<file path="src/rtl/pipe_ctrl_pkg.sv">
// Shared definitions for the pipeline run-control logic: FSM state encoding,
// the HALT opcode and the default register-address width.
package pipe_ctrl_pkg;

    localparam int REG_ADDR_W = 5;

    localparam logic [5:0] HALT_OPCODE = 6'b111111;

    typedef enum logic [2:0] {
        ST_IDLE      = 3'd0,
        ST_RUN       = 3'd1,
        ST_STEP_WAIT = 3'd2,
        ST_STEP_EXEC = 3'd3,
        ST_DRAIN     = 3'd4,
        ST_HALTED    = 3'd5
    } seq_state_t;

    function automatic logic is_halt_opcode(input logic [5:0] opcode);
        return opcode == HALT_OPCODE;
    endfunction

endpackage

</file>
<file path="src/rtl/hazard_unit.sv">
// Combinational load-use hazard detection between the load in EX and the
// source registers of the instruction in ID.
module hazard_unit #(
    parameter int REG_ADDR_W = 5
) (
    input  logic                  id_ex_mem_read,
    input  logic [REG_ADDR_W-1:0] id_ex_rt,
    input  logic [REG_ADDR_W-1:0] if_id_rs,
    input  logic [REG_ADDR_W-1:0] if_id_rt,
    output logic                  stall
);

    // Register 0 is hard-wired, so a load into it never creates a dependency.
    always_comb begin
        stall = id_ex_mem_read
              && (id_ex_rt != '0)
              && ((id_ex_rt == if_id_rs) || (id_ex_rt == if_id_rt));
    end

endmodule

</file>
<file path="src/rtl/pipeline_sequencer.sv">
// Run-control and hazard sequencer for the 5-stage pipeline: free-run and
// single-step execution, load-use stalls, branch flushes and HALT drain.
module pipeline_sequencer #(
    parameter int CNT_W        = 32,
    parameter int DRAIN_CYCLES = 3,
    parameter int REG_ADDR_W   = 5
) (
    input  logic                  clk,
    input  logic                  rst_n,
    input  logic                  start,
    input  logic                  step_mode,
    input  logic                  step,
    input  logic                  halt_detected,
    input  logic                  branch_taken,
    input  logic                  id_ex_mem_read,
    input  logic [REG_ADDR_W-1:0] id_ex_rt,
    input  logic [REG_ADDR_W-1:0] if_id_rs,
    input  logic [REG_ADDR_W-1:0] if_id_rt,
    output logic                  pc_enable,
    output logic                  if_id_enable,
    output logic                  pipe_enable,
    output logic                  if_id_flush,
    output logic                  id_ex_flush,
    output logic                  running,
    output logic                  halted,
    output logic [CNT_W-1:0]      cycle_count
);
    import pipe_ctrl_pkg::*;

    localparam int DRAIN_W = (DRAIN_CYCLES > 1) ? $clog2(DRAIN_CYCLES) : 1;

    seq_state_t         state;
    seq_state_t         next_state;
    logic [DRAIN_W-1:0] drain_cnt;
    logic               stall;
    logic               active;
    logic               halt_go;
    logic               start_ok;

    hazard_unit #(
        .REG_ADDR_W (REG_ADDR_W)
    ) u_hazard (
        .id_ex_mem_read (id_ex_mem_read),
        .id_ex_rt       (id_ex_rt),
        .if_id_rs       (if_id_rs),
        .if_id_rt       (if_id_rt),
        .stall          (stall)
    );

    // A stall takes priority over HALT so the halted instruction re-presents itself.
    assign active   = (state == ST_RUN) || (state == ST_STEP_EXEC);
    assign halt_go  = active && halt_detected && !stall;
    assign start_ok = start && ((state == ST_IDLE) || (state == ST_HALTED));

    always_ff @(posedge clk or negedge rst_n) begin
        if (!rst_n) begin
            state   <= ST_IDLE;
            running <= 1'b0;
            halted  <= 1'b0;
        end else begin
            state   <= next_state;
            running <= (next_state == ST_RUN) || (next_state == ST_STEP_WAIT)
                    || (next_state == ST_STEP_EXEC) || (next_state == ST_DRAIN);
            halted  <= (next_state == ST_HALTED);
        end
    end

    always_comb begin
        next_state = state;
        case (state)
            ST_IDLE, ST_HALTED: begin
                if (start) next_state = step_mode ? ST_STEP_WAIT : ST_RUN;
            end
            ST_RUN: begin
                if (halt_go) next_state = ST_DRAIN;
            end
            ST_STEP_WAIT: begin
                if (step) next_state = ST_STEP_EXEC;
            end
            ST_STEP_EXEC: begin
                next_state = halt_go ? ST_DRAIN : ST_STEP_WAIT;
            end
            ST_DRAIN: begin
                if (drain_cnt == '0) next_state = ST_HALTED;
            end
            default: next_state = ST_IDLE;
        endcase
    end

    always_comb begin
        pc_enable    = 1'b0;
        if_id_enable = 1'b0;
        pipe_enable  = 1'b0;
        if_id_flush  = 1'b0;
        id_ex_flush  = 1'b0;
        case (state)
            ST_RUN, ST_STEP_EXEC: begin
                pipe_enable = 1'b1;
                if (stall) begin
                    id_ex_flush = 1'b1;
                end else if (halt_detected) begin
                    if_id_flush = 1'b1;
                    id_ex_flush = 1'b1;
                end else begin
                    pc_enable    = 1'b1;
                    if_id_enable = 1'b1;
                    if_id_flush  = branch_taken;
                end
            end
            ST_DRAIN: begin
                pipe_enable = 1'b1;
                if_id_flush = 1'b1;
                id_ex_flush = 1'b1;
            end
            default: ;
        endcase
    end

    always_ff @(posedge clk or negedge rst_n) begin
        if (!rst_n) begin
            drain_cnt <= '0;
        end else if (halt_go) begin
            drain_cnt <= DRAIN_W'(DRAIN_CYCLES - 1);
        end else if ((state == ST_DRAIN) && (drain_cnt != '0)) begin
            drain_cnt <= drain_cnt - 1'b1;
        end
    end

    // Saturates rather than wraps so the debug unit never sees a small count after a long run.
    always_ff @(posedge clk or negedge rst_n) begin
        if (!rst_n) begin
            cycle_count <= '0;
        end else if (start_ok) begin
            cycle_count <= '0;
        end else if (pipe_enable && (cycle_count != '1)) begin
            cycle_count <= cycle_count + 1'b1;
        end
    end

endmodule
</file>
<file path="config.mk">
export PLATFORM = sky130hd
export DESIGN_NAME = pipeline_sequencer
export DESIGN_NICKNAME = d
export VERILOG_FILES = /design/src/rtl/pipe_ctrl_pkg.sv /design/src/rtl/hazard_unit.sv /design/src/rtl/pipeline_sequencer.sv
export SDC_FILE = /design/constraint.sdc
export NUM_CORES = 1
export LEC_CHECK = 0
export BUFFER_PORTS_ARGS = -buffer_cell sky130_fd_sc_hd__buf_2
export CORE_MARGIN = 5
export CORE_UTILIZATION = 53
export CTS_CLUSTER_SIZE = 24
export DETAILED_ROUTE_END_ITERATION = 10
export GPL_TIMING_DRIVEN = 0
export PLACE_DENSITY = 0.9
export SLEW_MARGIN = 20
export SYNTH_ARGS = -nofsm -noshare
export SYNTH_HDL_FRONTEND = slang
export SYNTH_SLANG_ARGS = --single-unit
</file>
<file path="constraint.sdc">
create_clock -name clk -period 2.75 [get_ports clk]
set_input_delay 0.4125 -clock clk [delete_from_list [all_inputs] [get_ports clk]]
set_output_delay 0.4125 -clock clk [all_outputs]
set_load 0.05 [all_outputs]
</file>
# [Word-level counts from Yosys, hierarchy flattened]
# Index checks and enable logic that the tools add are counted.
[word_totals] reg_bits=39 wordCells=64 input_bits=23
[classes] n_mux=21 n_addsub=2 n_eq_ne=13 n_reduce_logical=23
[ops] operator="$mux 32" n=2
[ops] operator="$add 32x1->32 const B" n=1
[ops] operator="$ne 32x32->1 const B" n=1
[ops] operator="$mux 3" n=5
[ops] operator="$pmux 3 s5" n=1
[ops] operator="$eq 3x2->1 const B" n=4
[ops] operator="$eq 3x3->1 const B" n=4
[ops] operator="$eq 5x5->1" n=2
[ops] operator="$mux 1" n=8
[ops] operator="$logic_and 1x1->1" n=7
[ops] operator="$eq 3x1->1 const B" n=2
[ops] operator="$logic_or 1x1->1" n=6
[ops] operator="$mux 2" n=3
[ops] operator="$reduce_bool 2->1" n=3
[ops] operator="$reduce_bool 5->1" n=1
[ops] operator="$pmux 1 s2" n=2
[ops] operator="$reduce_or 2->1" n=2
[ops] operator="$logic_not 3->1" n=1
[ops] operator="$reduce_or 3->1" n=1
[ops] operator="$logic_not 2->1" n=1
[ops] operator="$sub 2x1->2 const B" n=1
[ops] operator="$logic_not 1->1" n=1

# [Longest topological paths before layout]
# Gate-level depths: netlist of run 1.
[logic_depth] word_depth=11 depth_mapped=7

# [Modules after synthesis]
# From an unflattened synthesis of run 1, not the netlist that was laid out.
[hier_totals] hier_cells=272 hier_area_um2=2476.1
[by_module_without_submodules] mod="pipeline_sequencer" seq_area_each_um2=975.9 cells_each=255 area_per_inst_um2=2351.0 instances=1
[by_module_without_submodules] mod="hazard_unit" seq_area_each_um2=0.0 cells_each=17 area_per_inst_um2=125.1 instances=1

# [Worst setup path after synthesis of run 1]
# Ideal clock, no wire load.
[synth_timing] kind="register to output" start="register state[1]" end="output id_ex_flush" arrival_ps=2599 stages_incl_launch_ff=4 t_required_ps=2338 path_slack_ps=-261 path_cell_list="dfrtp_1 -> or3b_4 -> nand2_1 -> a21boi_0"
[synth_via] elab_chain_len=3 word_cells_on_any_way=5 cone_classes="3 x eq/ne; 1 x mux; 1 x reduce/logical"
[synth_rtl] element="start: declaration" line="pipeline_sequencer.sv:32" rtl="seq_state_t state;"
[synth_rtl] element="start signal: assignment" line="pipeline_sequencer.sv:61" rtl="state <= next_state;"
[synth_rtl] element="$eq 3x1->1 / $eq 3x2->1 (equally long branches)" line="pipeline_sequencer.sv:96" rtl="case (state)"
[synth_rtl] element="$reduce_or 2->1" line="pipeline_sequencer.sv:96"
[synth_rtl] element="$pmux 1 s2 *" line="pipeline_sequencer.sv:96"
[synth_rtl] element="end: declaration" line="pipeline_sequencer.sv:23" rtl="output logic id_ex_flush,"
# Mark *: on every way between the ends. The rest lies on a longest branch, timed or not.

# [Worst setup path after layout of run 1]
[layout_timing] start="register state[0]" end="output pc_enable"
[layout_via] elab_chain_len=3 word_cells_on_any_way=4 cone_classes="2 x eq/ne; 1 x mux; 1 x reduce/logical"
[layout_rtl] element="$eq 3x1->1 / $eq 3x2->1 (equally long branches)" line="pipeline_sequencer.sv:96"
[layout_rtl] element="$reduce_or 2->1 *" line="pipeline_sequencer.sv:96"
[layout_rtl] element="$mux 1 *" line="pipeline_sequencer.sv:96"
[layout_rtl] element="end: declaration" line="pipeline_sequencer.sv:19" rtl="output logic pc_enable,"
# Marked as above.

==> impl_metrics.csv, run 1 <==
group,metric,value,unit
outcome,outcome,"finished clean",
power,p_sw_share,43.9,%
die,die_h,77.4,um
drt,drc,0,
grt,overflow,0,
sta,period_minus_slack,2.48,ns
drt,vias_per_cell,5.95,
cells_and_area,diodes,0,
sta,relSlewSlack,41.7,%
logic_synthesis,synth_seq_cells,39,
clock_tree,post_cts_buffers,0,
cells_and_area,nNetsFinal,362,
logic_synthesis,synth.net_count,296,
clock_tree,cts_tree,"done",
critical_path,start_kind,"register",
drt,dr.pass1.iters,4,
cells_and_area,final_cell_area,0.00285,mm2
power,p_seq_share,36.4,%
power,clockPowerShare,20.5,%
grt,grt_use_total,20.2,%
critical_path,crit_type,"register to primary output",
critical_path,path_max_fanout,10,
sta,tightest_slew,0.874,ns
clock_tree,path_clk_slew,0.08,ns
logic_synthesis,synth.distinct_cells,49,
logic_synthesis,async_reset_ff_share,100,%
place,placed_area,0.00277,mm2
logic_synthesis,syn_area_per_cell,8.88,um2
logic_synthesis,synth_top_area_share,40.6,%
clock_tree,insertion_delay,0.30,ns
logic_synthesis,synth_ff_type,"dfrtp_1",
flow_run,drv_cap,0,
grt,antenna_found_initial,0,
cells_and_area,area_growth,18.6,%
logic_synthesis,yosys_warnings,0,
logic_synthesis,synth.cell_area,0.00241,mm2
sta,fin_crit_sh,90.3,%
drt,wl_per_cell,14.9,um
drt,ant_nets,0,
power,p_switching,0.842,mW
place,port_buffers,59,
sta,fin_skew,0.00840,ns
cells_and_area,fillers,360,
logic_synthesis,yosysTopAreaCell,"dfrtp_1",
clock_tree,clock-root-buffer,"clkbuf_8",
grt,grt_pass1_wl,10100,um
clock_tree,holdBufCountCts,0,
drt,num_vias,2313,
cells_and_area,layout.area.seq,976,um2
clock_tree,numCtsBuffers,5,
clock_tree,cts_buffer_depth,2,
grt,grt_max_degree,40,
critical_path,crit_required,2.34,ns
grt,grt_pass1_vias,2302,
die,start_util,54.9,%
cells_and_area,multi_input_area,0.00136,mm2
critical_path,reg2regPathDepth,7,
die,rows,24,
logic_synthesis,seq_area_frac_synth,40.6,%
sta,setup_viol,0,
sta,finalHoldViolCount,0,
drt,drt_first_iter_violations,160,
die,core,0.00438,mm2
hold_path,hold_class,"input pin to asynchronous set/reset pin",
critical_path,rr_endpoint,"cycle_count[7]",
clock_tree,clock_sinks,39,
clock_tree,cts_resized,0,
power,p_comb_share,43.1,%
place,gp_congestion,0.874,
critical_path,r2r-start,"state[0]",
drt,wl,5800,um
die,die_area,0.00599,mm2
sta,rsz0062_at_grt,"false",
logic_synthesis,synthTopCellsByArea,"dfrtp_1 (41%), nand2_1 (4.5%), xor2_1 (4.4%)",
critical_path,regToRegSetupSlack,0.38,ns
sta,setup_tns,0,ns
cells_and_area,final_common_cell,"buf_2",
power,p_per_area,672,mW/mm2
die,ios,62,
power,p_leak,1.36,nW
logic_synthesis,synth_edf_count,0,
cells_and_area,final_cell_mix,"buf_2 (59), dfrtp_1 (39), nand2_1 (29)",
sta,fmax,403,MHz
cells_and_area,layout-drive-gt1-share,23.7,%
critical_path,worstPathArrival,2.07,ns
clock_tree,h-tree-depth,2,
power,p_int,1.08,mW
die,die_w,77.4,um
sta,drv_slew,0,
place,dpl.hpwl,4260,um
critical_path,cp-end-kind,"primary output",
logic_synthesis,netlist_instances,271,
power,ir_worst_vdd,644,uV
## how the worst max path moves through the flow
| stage | startpoint | end | depth (start not counted) |
|---|---|---|---|
| 2_1_floorplan | id_ex_rt[0] | pc_enable | 5 |
| 6_report | state[0] | pc_enable | 7 |
| 3_5_place_dp | id_ex_rt[0] | pc_enable | 7 |
| 5_1_grt | state[0] | pc_enable | 7 |
| 4_1_cts | state[0] | pc_enable | 7 |
| 3_3_place_gp | id_ex_rt[0] | pc_enable | 7 |
## per-layer routing
metal | part of all wire, % | vias to the layer above | GRT usage (%) | routed length, um
met5 | 0 | - | 0 | 0
met4 | 1.7 | 0 | 8.08 | 96
met3 | 6.2 | 9 | 4.05 | 358
met2 | 50 | 74 | 35.6 | 2900
met1 | 42 | 1094 | 24.2 | 2440
li1 | - | 1136 | - | -
## registers in the layout, indices dropped and copies added (netlist names)
register	flops
running	1
drain_cnt	2
cycle_count	32
halted	1
state	3
## worst max-delay path: stages (launching register included)
cell and delay (ns):
dfrtp_1 0.36, clkbuf_1 0.34, inv_1 0.16, nor2_1 0.25
o21ai_0 0.17, nor2_1 0.14, buf_4 0.12, buf_2 0.24
## layout make-up
type | count | area share (%)
timing repair buffer | 59 | 10.3
buffer | 11 | 1.71
inverter | 7 | 0.921
sequential | 39 | 34.2
clock inverter | 1 | 0.175
clock buffer | 6 | 2.89
multi-input combinational | 214 | 47.5
tap | 52 | 2.28
## kinds of logic (layout without fill, tap and decap cells)
family | count (synthesis) | after routing | share of synthesized area [%]
xor gates and xnor gates | 13 | 13 | 4.73
DFF | 39 | 39 | 40.6
muxes | 8 | 8 | 3.33
buffers and inverters | 18 | 84 | 3.12
adders and majority gates | 2 | 2 | 1.04
and+or+nand+nor | 126 | 126 | 29.7
AOI/OAI and AO/OA | 65 | 65 | 17.5
## synth_stat cells, types with 2 or more instances
| library cell | count |
|---|---|
| nand4b_1 | 2 |
| a21oi_1 | 20 |
| nor2b_1 | 2 |
| buf_4 | 2 |
| clkbuf_1 | 9 |
| a31oi_1 | 3 |
| and2_1 | 2 |
| nor4_1 | 2 |
| mux2i_1 | 8 |
| o211ai_1 | 4 |
| xor2_1 | 12 |
| o21ai_0 | 6 |
| a211o_1 | 2 |
| and4_1 | 3 |
| or3_1 | 13 |
| or4_1 | 4 |
| ha_1 | 2 |
| nor3_1 | 6 |
| and3_1 | 3 |
| o31a_1 | 2 |
| nand4_1 | 13 |
| nand2_1 | 29 |
| o21ai_1 | 13 |
| a31o_2 | 3 |
| nor2_1 | 19 |
| inv_1 | 7 |
| o31ai_1 | 4 |
| nand2b_1 | 8 |
| nand3_1 | 10 |
| dfrtp_1 | 39 |
## power by group through the flow
stage | Sequential [mW] | Clock [mW] | Combinational (mW)
floorplan | 0.804 | 0 | 0.518
finish | 0.698 | 0.394 | 0.827
CTS | 0.697 | 0.399 | 0.829
detailed placement | 0.707 | 0 | 0.827
global route | 0.710 | 0.421 | 0.902
global placement | 0.703 | 0 | 0.799
## stage by stage
step / hold WS (ns) / power (mW) / std cells / utilization [%] / setup WS [ns]
CTS: 0.253 / 1.92 / 389 / 65.1 / 0.284
detailed placement: 0.522 / 1.53 / 382 / 63.1 / 0.363
global route: 0.310 / 2.03 / 389 / 65.1 / 0.0378
floorplan: 0.117 / 1.32 / 271 / - / 0.0564
global placement: 0.518 / 1.50 / 382 / 63.1 / 0.390
finish: 0.229 / 1.92 / 389 / 65.1 / 0.268
No activity file was read; power rests on OpenSTA's default activity.
==> inputs of run 2 (changes only) <==
==> constraint.sdc (replaced) <==
create_clock -name clk -period 2.75 [get_ports clk]
set_input_delay 0.825 -clock clk [delete_from_list [all_inputs] [get_ports clk]]
set_output_delay 0.825 -clock clk [all_outputs]
set_load 0.05 [all_outputs]
==> impl_metrics.csv, run 2 (synthesis results as in run 1) <==
group,metric,value,unit
clock_tree,clock-root-buffer,"clkbuf_8",
sta,fin_hold_ws,0.538,ns
sta,setup_tns,-0.626,ns
clock_tree,path_clk_slew,0.07,ns
place,dpl.hpwl,4440,um
die,ios,62,
place,port_buffers,59,
critical_path,start_kind,"input pin",
sta,drv_slew,0,
outcome,violations,"setup timing",
sta,finalHoldViolCount,0,
cells_and_area,final_common_cell,"buf_2",
cells_and_area,top_register,"cycle_count",
grt,use_met3,3.24,%
clock_tree,cts_tree,"done",
sta,rsz0062_at_grt,"true",
power,clockPowerShare,20.8,%
cells_and_area,fillers,357,
cells_and_area,final_cell_mix,"buf_2 (53), dfrtp_1 (39), nand2_1 (28)",
place,dp_cells,382,
critical_path,critical_path.top_delay_family,"simple AND/OR/NAND/NOR gates",
grt,grtUsageMet2,38.5,%
grt,antenna_found_initial,0,
drt,drc,0,
cells_and_area,layout-drive-gt1-share,27.1,%
clock_tree,numCtsBuffers,5,
cells_and_area,area_growth,24.6,%
clock_tree,cts_buffer_depth,2,
drt,drt_first_iter_violations,157,
die,core,0.00438,mm2
sta,setup_viol,4,
drt,dr.pass1.iters,4,
critical_path,slowest_delay,0.54,ns
sta,fmax,339,MHz
critical_path,cp-end-kind,"primary output",
power,ir_worst_vdd,640,uV
critical_path,crit_required,1.93,ns
drt,ant_nets,0,
critical_path,worst-path-buf-inv,3,
cells_and_area,reg_top3,"cycle_count: 32 flops, state: 3 flops, drain_cnt: 2 flops",
power,p_leak,1.40,nW
sta,relSlewSlack,42.6,%
sta,fin_crit_sh,107,%
cells_and_area,diodes,0,
die,die_w,77.4,um
power,p_switching,0.872,mW
die,rows,24,
cells_and_area,largest_reg_flops,32,
drt,wl,6160,um
cells_and_area,utilization,68.4,%
flow_run,drv_cap,0,
clock_tree,h-tree-depth,2,
power,p_int,1.16,mW
grt,grt.busiest_layer,"met2",
sta,tightest_slew,0.861,ns
critical_path,crit_chain,"buf_8, or4_4, o21ai_4, o21ai_4, nor2_4, buf_6, buf_8",
sta,fin_skew,0.00691,ns
critical_path,cp_slowest_cell,"or4_4",
place,gp_congestion,0.887,
grt,use_met1,26.0,%
drt,num_vias,2357,
clock_tree,insertion_delay,0.29,ns
drt,wl_per_cell,15.7,um
die,start_util,54.9,%
grt,grt_pass1_wl,10700,um
outcome,outcome,"complete, but fails checks",
critical_path,path_max_fanout,3,
die,die_area,0.00599,mm2
cells_and_area,final-instance-count-excl-fill,392,
hold_path,hold_class,"register to register",
critical_path,crit_type,"input pin to primary output",
power,p_per_area,678,mW/mm2
power,p_sw_share,42.9,%
cells_and_area,nNetsFinal,364,
drt,vias_per_cell,6.01,
power,p_comb_share,44.9,%
die,die_h,77.4,um
grt,grt_max_degree,40,
grt,grt_use_total,21.5,%
grt,grt_pass1_vias,2319,
critical_path,worstPathArrival,2.13,ns
place,dpl_worst_slack,-0.348,ns
grt,overflow,0,
clock_tree,clock_sinks,39,
sta,period_minus_slack,2.95,ns
power,p_seq_share,34.3,%
sta,setup_ws,-0.200,ns
[run 2: metrics by stage]
stage          instance area, um2  total power [mW]
5_1_grt                      3000              2.16
4_1_cts                      2950              2.02
6_report                     3000              2.03
3_3_place_gp                 2800              1.53
2_1_floorplan                2440              1.35
3_5_place_dp                 2800              1.56
[run 2: final cells by class]
type	instances	area, um2	area share [%]
plain buffers	11	52.6	1.75
inverters	7	26.3	0.876
well taps	52	65.1	2.17
flip-flops and latches	39	976	32.5
repair buffers	61	355	11.8
multi-input cells	214	1420	47.5
clock buffers	8	100	3.34
[run 2: routing by layer]
layer | wire [um] | vias to the layer above
li1 | - | 1141
met1 | 2480 | 1113
met2 | 3180 | 89
met3 | 383 | 14
met4 | 121 | 0
met5 | 0 | -
[run 2: worst paths after layout]
kind / cells past startpoint / slack [ns] / endpoint / startpoint
worst max-delay path: 7 / -0.20 / pc_enable / id_ex_rt[0]
worst min-delay path: 1 / 0.54 / cycle_count[6] / cycle_count[6]
worst max register to register: 7 / 0.37 / cycle_count[11] / cycle_count[0]
worst min register to register: 1 / 0.54 / cycle_count[6] / cycle_count[6]
max in group asynchronous: 1 / 1.57 / state[0] / rst_n
min in group asynchronous: 1 / 0.64 / cycle_count[8] / rst_n
[run 2: power by group through the flow]
| stage | sequential, mW | combinational, mW | clock, mW |
|---|---|---|---|
| 6_report | 0.698 | 0.912 | 0.422 |
| 5_1_grt | 0.709 | 0.994 | 0.452 |
| 4_1_cts | 0.697 | 0.889 | 0.429 |
| 3_5_place_dp | 0.707 | 0.852 | 0 |
| 3_3_place_gp | 0.704 | 0.828 | 0 |
| 2_1_floorplan | 0.804 | 0.547 | 0 |
[run 2: what timing repair did]
| item | 4_1_cts | 5_1_grt |
|---|---|---|
| endpoints found under the setup margin | 4 | 5 |
| resized for setup | 10 | 11 |
| pin swaps | 2 | 0 |
| setup buffers | 1 | 1 |
| hold buffers | 0 | 0 |
==> inputs of run 3 (changes only) <==
Settings changed: CORE_UTILIZATION 53 to 48, PLACE_DENSITY 0.9 to 0.86.
Clock period 2.75 ns to 2.6 ns, I/O delays scaled along.
==> impl_metrics.csv, run 3 (synthesis results as in run 1) <==
group,metric,value,unit
drt,num_vias,2438,
critical_path,cp_slowest_cell,"or4_4",
die,core,0.00479,mm2
power,finalPower,2.13,mW
flow_run,drv_cap,0,
drt,dr.pass1.iters,6,
clock_tree,clock_sinks,39,
clock_tree,h-tree-depth,2,
die,die_w,80.8,um
power,p_per_area,707,mW/mm2
grt,grt_pass1_vias,2320,
critical_path,crit_type,"input pin to primary output",
cells_and_area,largest_reg_flops,32,
sta,tightest_slew,0.869,ns
cells_and_area,final_common_cell,"buf_2",
sta,finalHoldViolCount,0,
critical_path,cp-startpoint,"id_ex_rt[3]",
grt,antenna_found_initial,0,
sta,fmax,351,MHz
sta,fin_skew,0.00590,ns
place,port_buffers,59,
critical_path,worstPathArrival,2.07,ns
sta,period_minus_slack,2.85,ns
drt,drc,0,
cells_and_area,fillers,420,
hold_path,hold_class,"register to register",
die,die_h,80.8,um
drt,ant_nets,0,
clock_tree,cts_tree,"done",
drt,drt_first_iter_violations,116,
cells_and_area,nNetsFinal,367,
critical_path,r2r-start,"cycle_count[0]",
grt,grt_pass1_wl,10500,um
sta,drv_slew,0,
die,rows,25,
power,ir_worst_vdd,587,uV
drt,wl_per_cell,15.9,um
cells_and_area,area_growth,25.5,%
cells_and_area,diodes,0,
die,ios,62,
sta,rsz0062_at_grt,"true",
cells_and_area,reg_top3,"cycle_count: 32 flops, state: 3 flops, drain_cnt: 2 flops",
sta,relSlewSlack,42.1,%
cells_and_area,final_cell_area,0.00302,mm2
clock_tree,insertion_delay,0.30,ns
place,placed_area,0.00282,mm2
sta,setup_viol,4,
place,dpl.hpwl,4590,um
grt,grt_use_total,20.6,%
drt,wl,6510,um
critical_path,start_kind,"input pin",
clock_tree,cts_buffer_depth,2,
cells_and_area,layout-drive-gt1-share,27.4,%
drt,vias_per_cell,5.95,
clock_tree,path_clk_slew,0.08,ns
cells_and_area,top_register,"cycle_count",
die,die_area,0.00653,mm2
sta,setup_ws,-0.250,ns
clock_tree,clock-root-buffer,"clkbuf_8",
grt,overflow,0,
outcome,violations,"setup timing",
grt,grt_max_degree,40,
critical_path,cp-end-kind,"primary output",
critical_path,crit_chain,"buf_8, or4_4, o21ai_4, o21ai_4, nor2_4, buf_6, buf_8",
outcome,outcome,"complete, but fails checks",
sta,fin_hold_ws,0.537,ns
sta,fin_crit_sh,110,%
critical_path,slowest_delay,0.54,ns
critical_path,path_max_fanout,3,
cells_and_area,final_cell_mix,"buf_2 (52), dfrtp_1 (39), nand2_1 (28)",
power,p_leak,1.40,nW
critical_path,crit_required,1.82,ns
place,dpl_worst_slack,-0.377,ns
clock_tree,numCtsBuffers,5,
die,start_util,50.3,%
hold_path,min-delay-start,"cycle_count[0]",
place,gp_congestion,0.872,
## run 3: cell count changes in the layout (fill, tap and decap cells not counted), sizes merged
cell / delta
buf: +2
clkinv: +1
## run 3: power by group
part,switching (mW),internal [mW]
clock,0.214,0.188
sequential,0.0691,0.672
combinational,0.670,0.320
## run 3: worst paths after layout
path                                        end  slack (ns)  depth (start not counted)
worst max-delay path                  pc_enable       -0.25                          7
worst min-delay path             cycle_count[0]        0.54                          1
worst max register to register  cycle_count[12]        0.28                          6
worst min register to register   cycle_count[0]        0.54                          1
max in group asynchronous       cycle_count[12]        1.47                          1
min in group asynchronous        cycle_count[0]        0.60                          1
## run 3: layout make-up
type,count,area [um2],area share (%)
multi-input combinational,214,1420,47.0
sequential,39,976,32.3
timing repair buffer,64,380,12.6
tap,67,83.8,2.78
clock buffer,7,76.3,2.53
buffer,11,53.8,1.78
inverter,7,26.3,0.870
clock inverter,1,5.00,0.166
## run 3: what timing repair did
item,in CTS,in global routing
resized for setup,19,4
endpoints found under the hold margin,0,0
pin swaps,7,4
setup buffers,3,2
setup endpoints to repair,5,10
hold buffers,0,0
## run 3: through the flow
stage / setup TNS, ns / std cells / utilization, %
5_1_grt: -1.05 / 410 / 63.1
3_3_place_gp: -1.32 / 397 / 59.0
4_1_cts: -0.870 / 408 / 62.6
2_1_floorplan: -0.641 / 271 / -
6_report: -0.849 / 410 / 63.1
3_5_place_dp: -1.37 / 397 / 59.0
## run 3: layer usage
metal	GRT usage, %	up-vias	part of all wire [%]
li1	-	1143	-
met1	24.8	1177	41
met2	34.4	100	50
met3	5.10	18	6.6
met4	9.80	0	2.8
met5	0	-	0
## run 3: critical path: cells and delay by family
family                 cells  cell delay (ns)
and+or+nand+nor            2             0.68
AOI/OAI and AO/OA          2             0.27
buffers and inverters      3             0.34
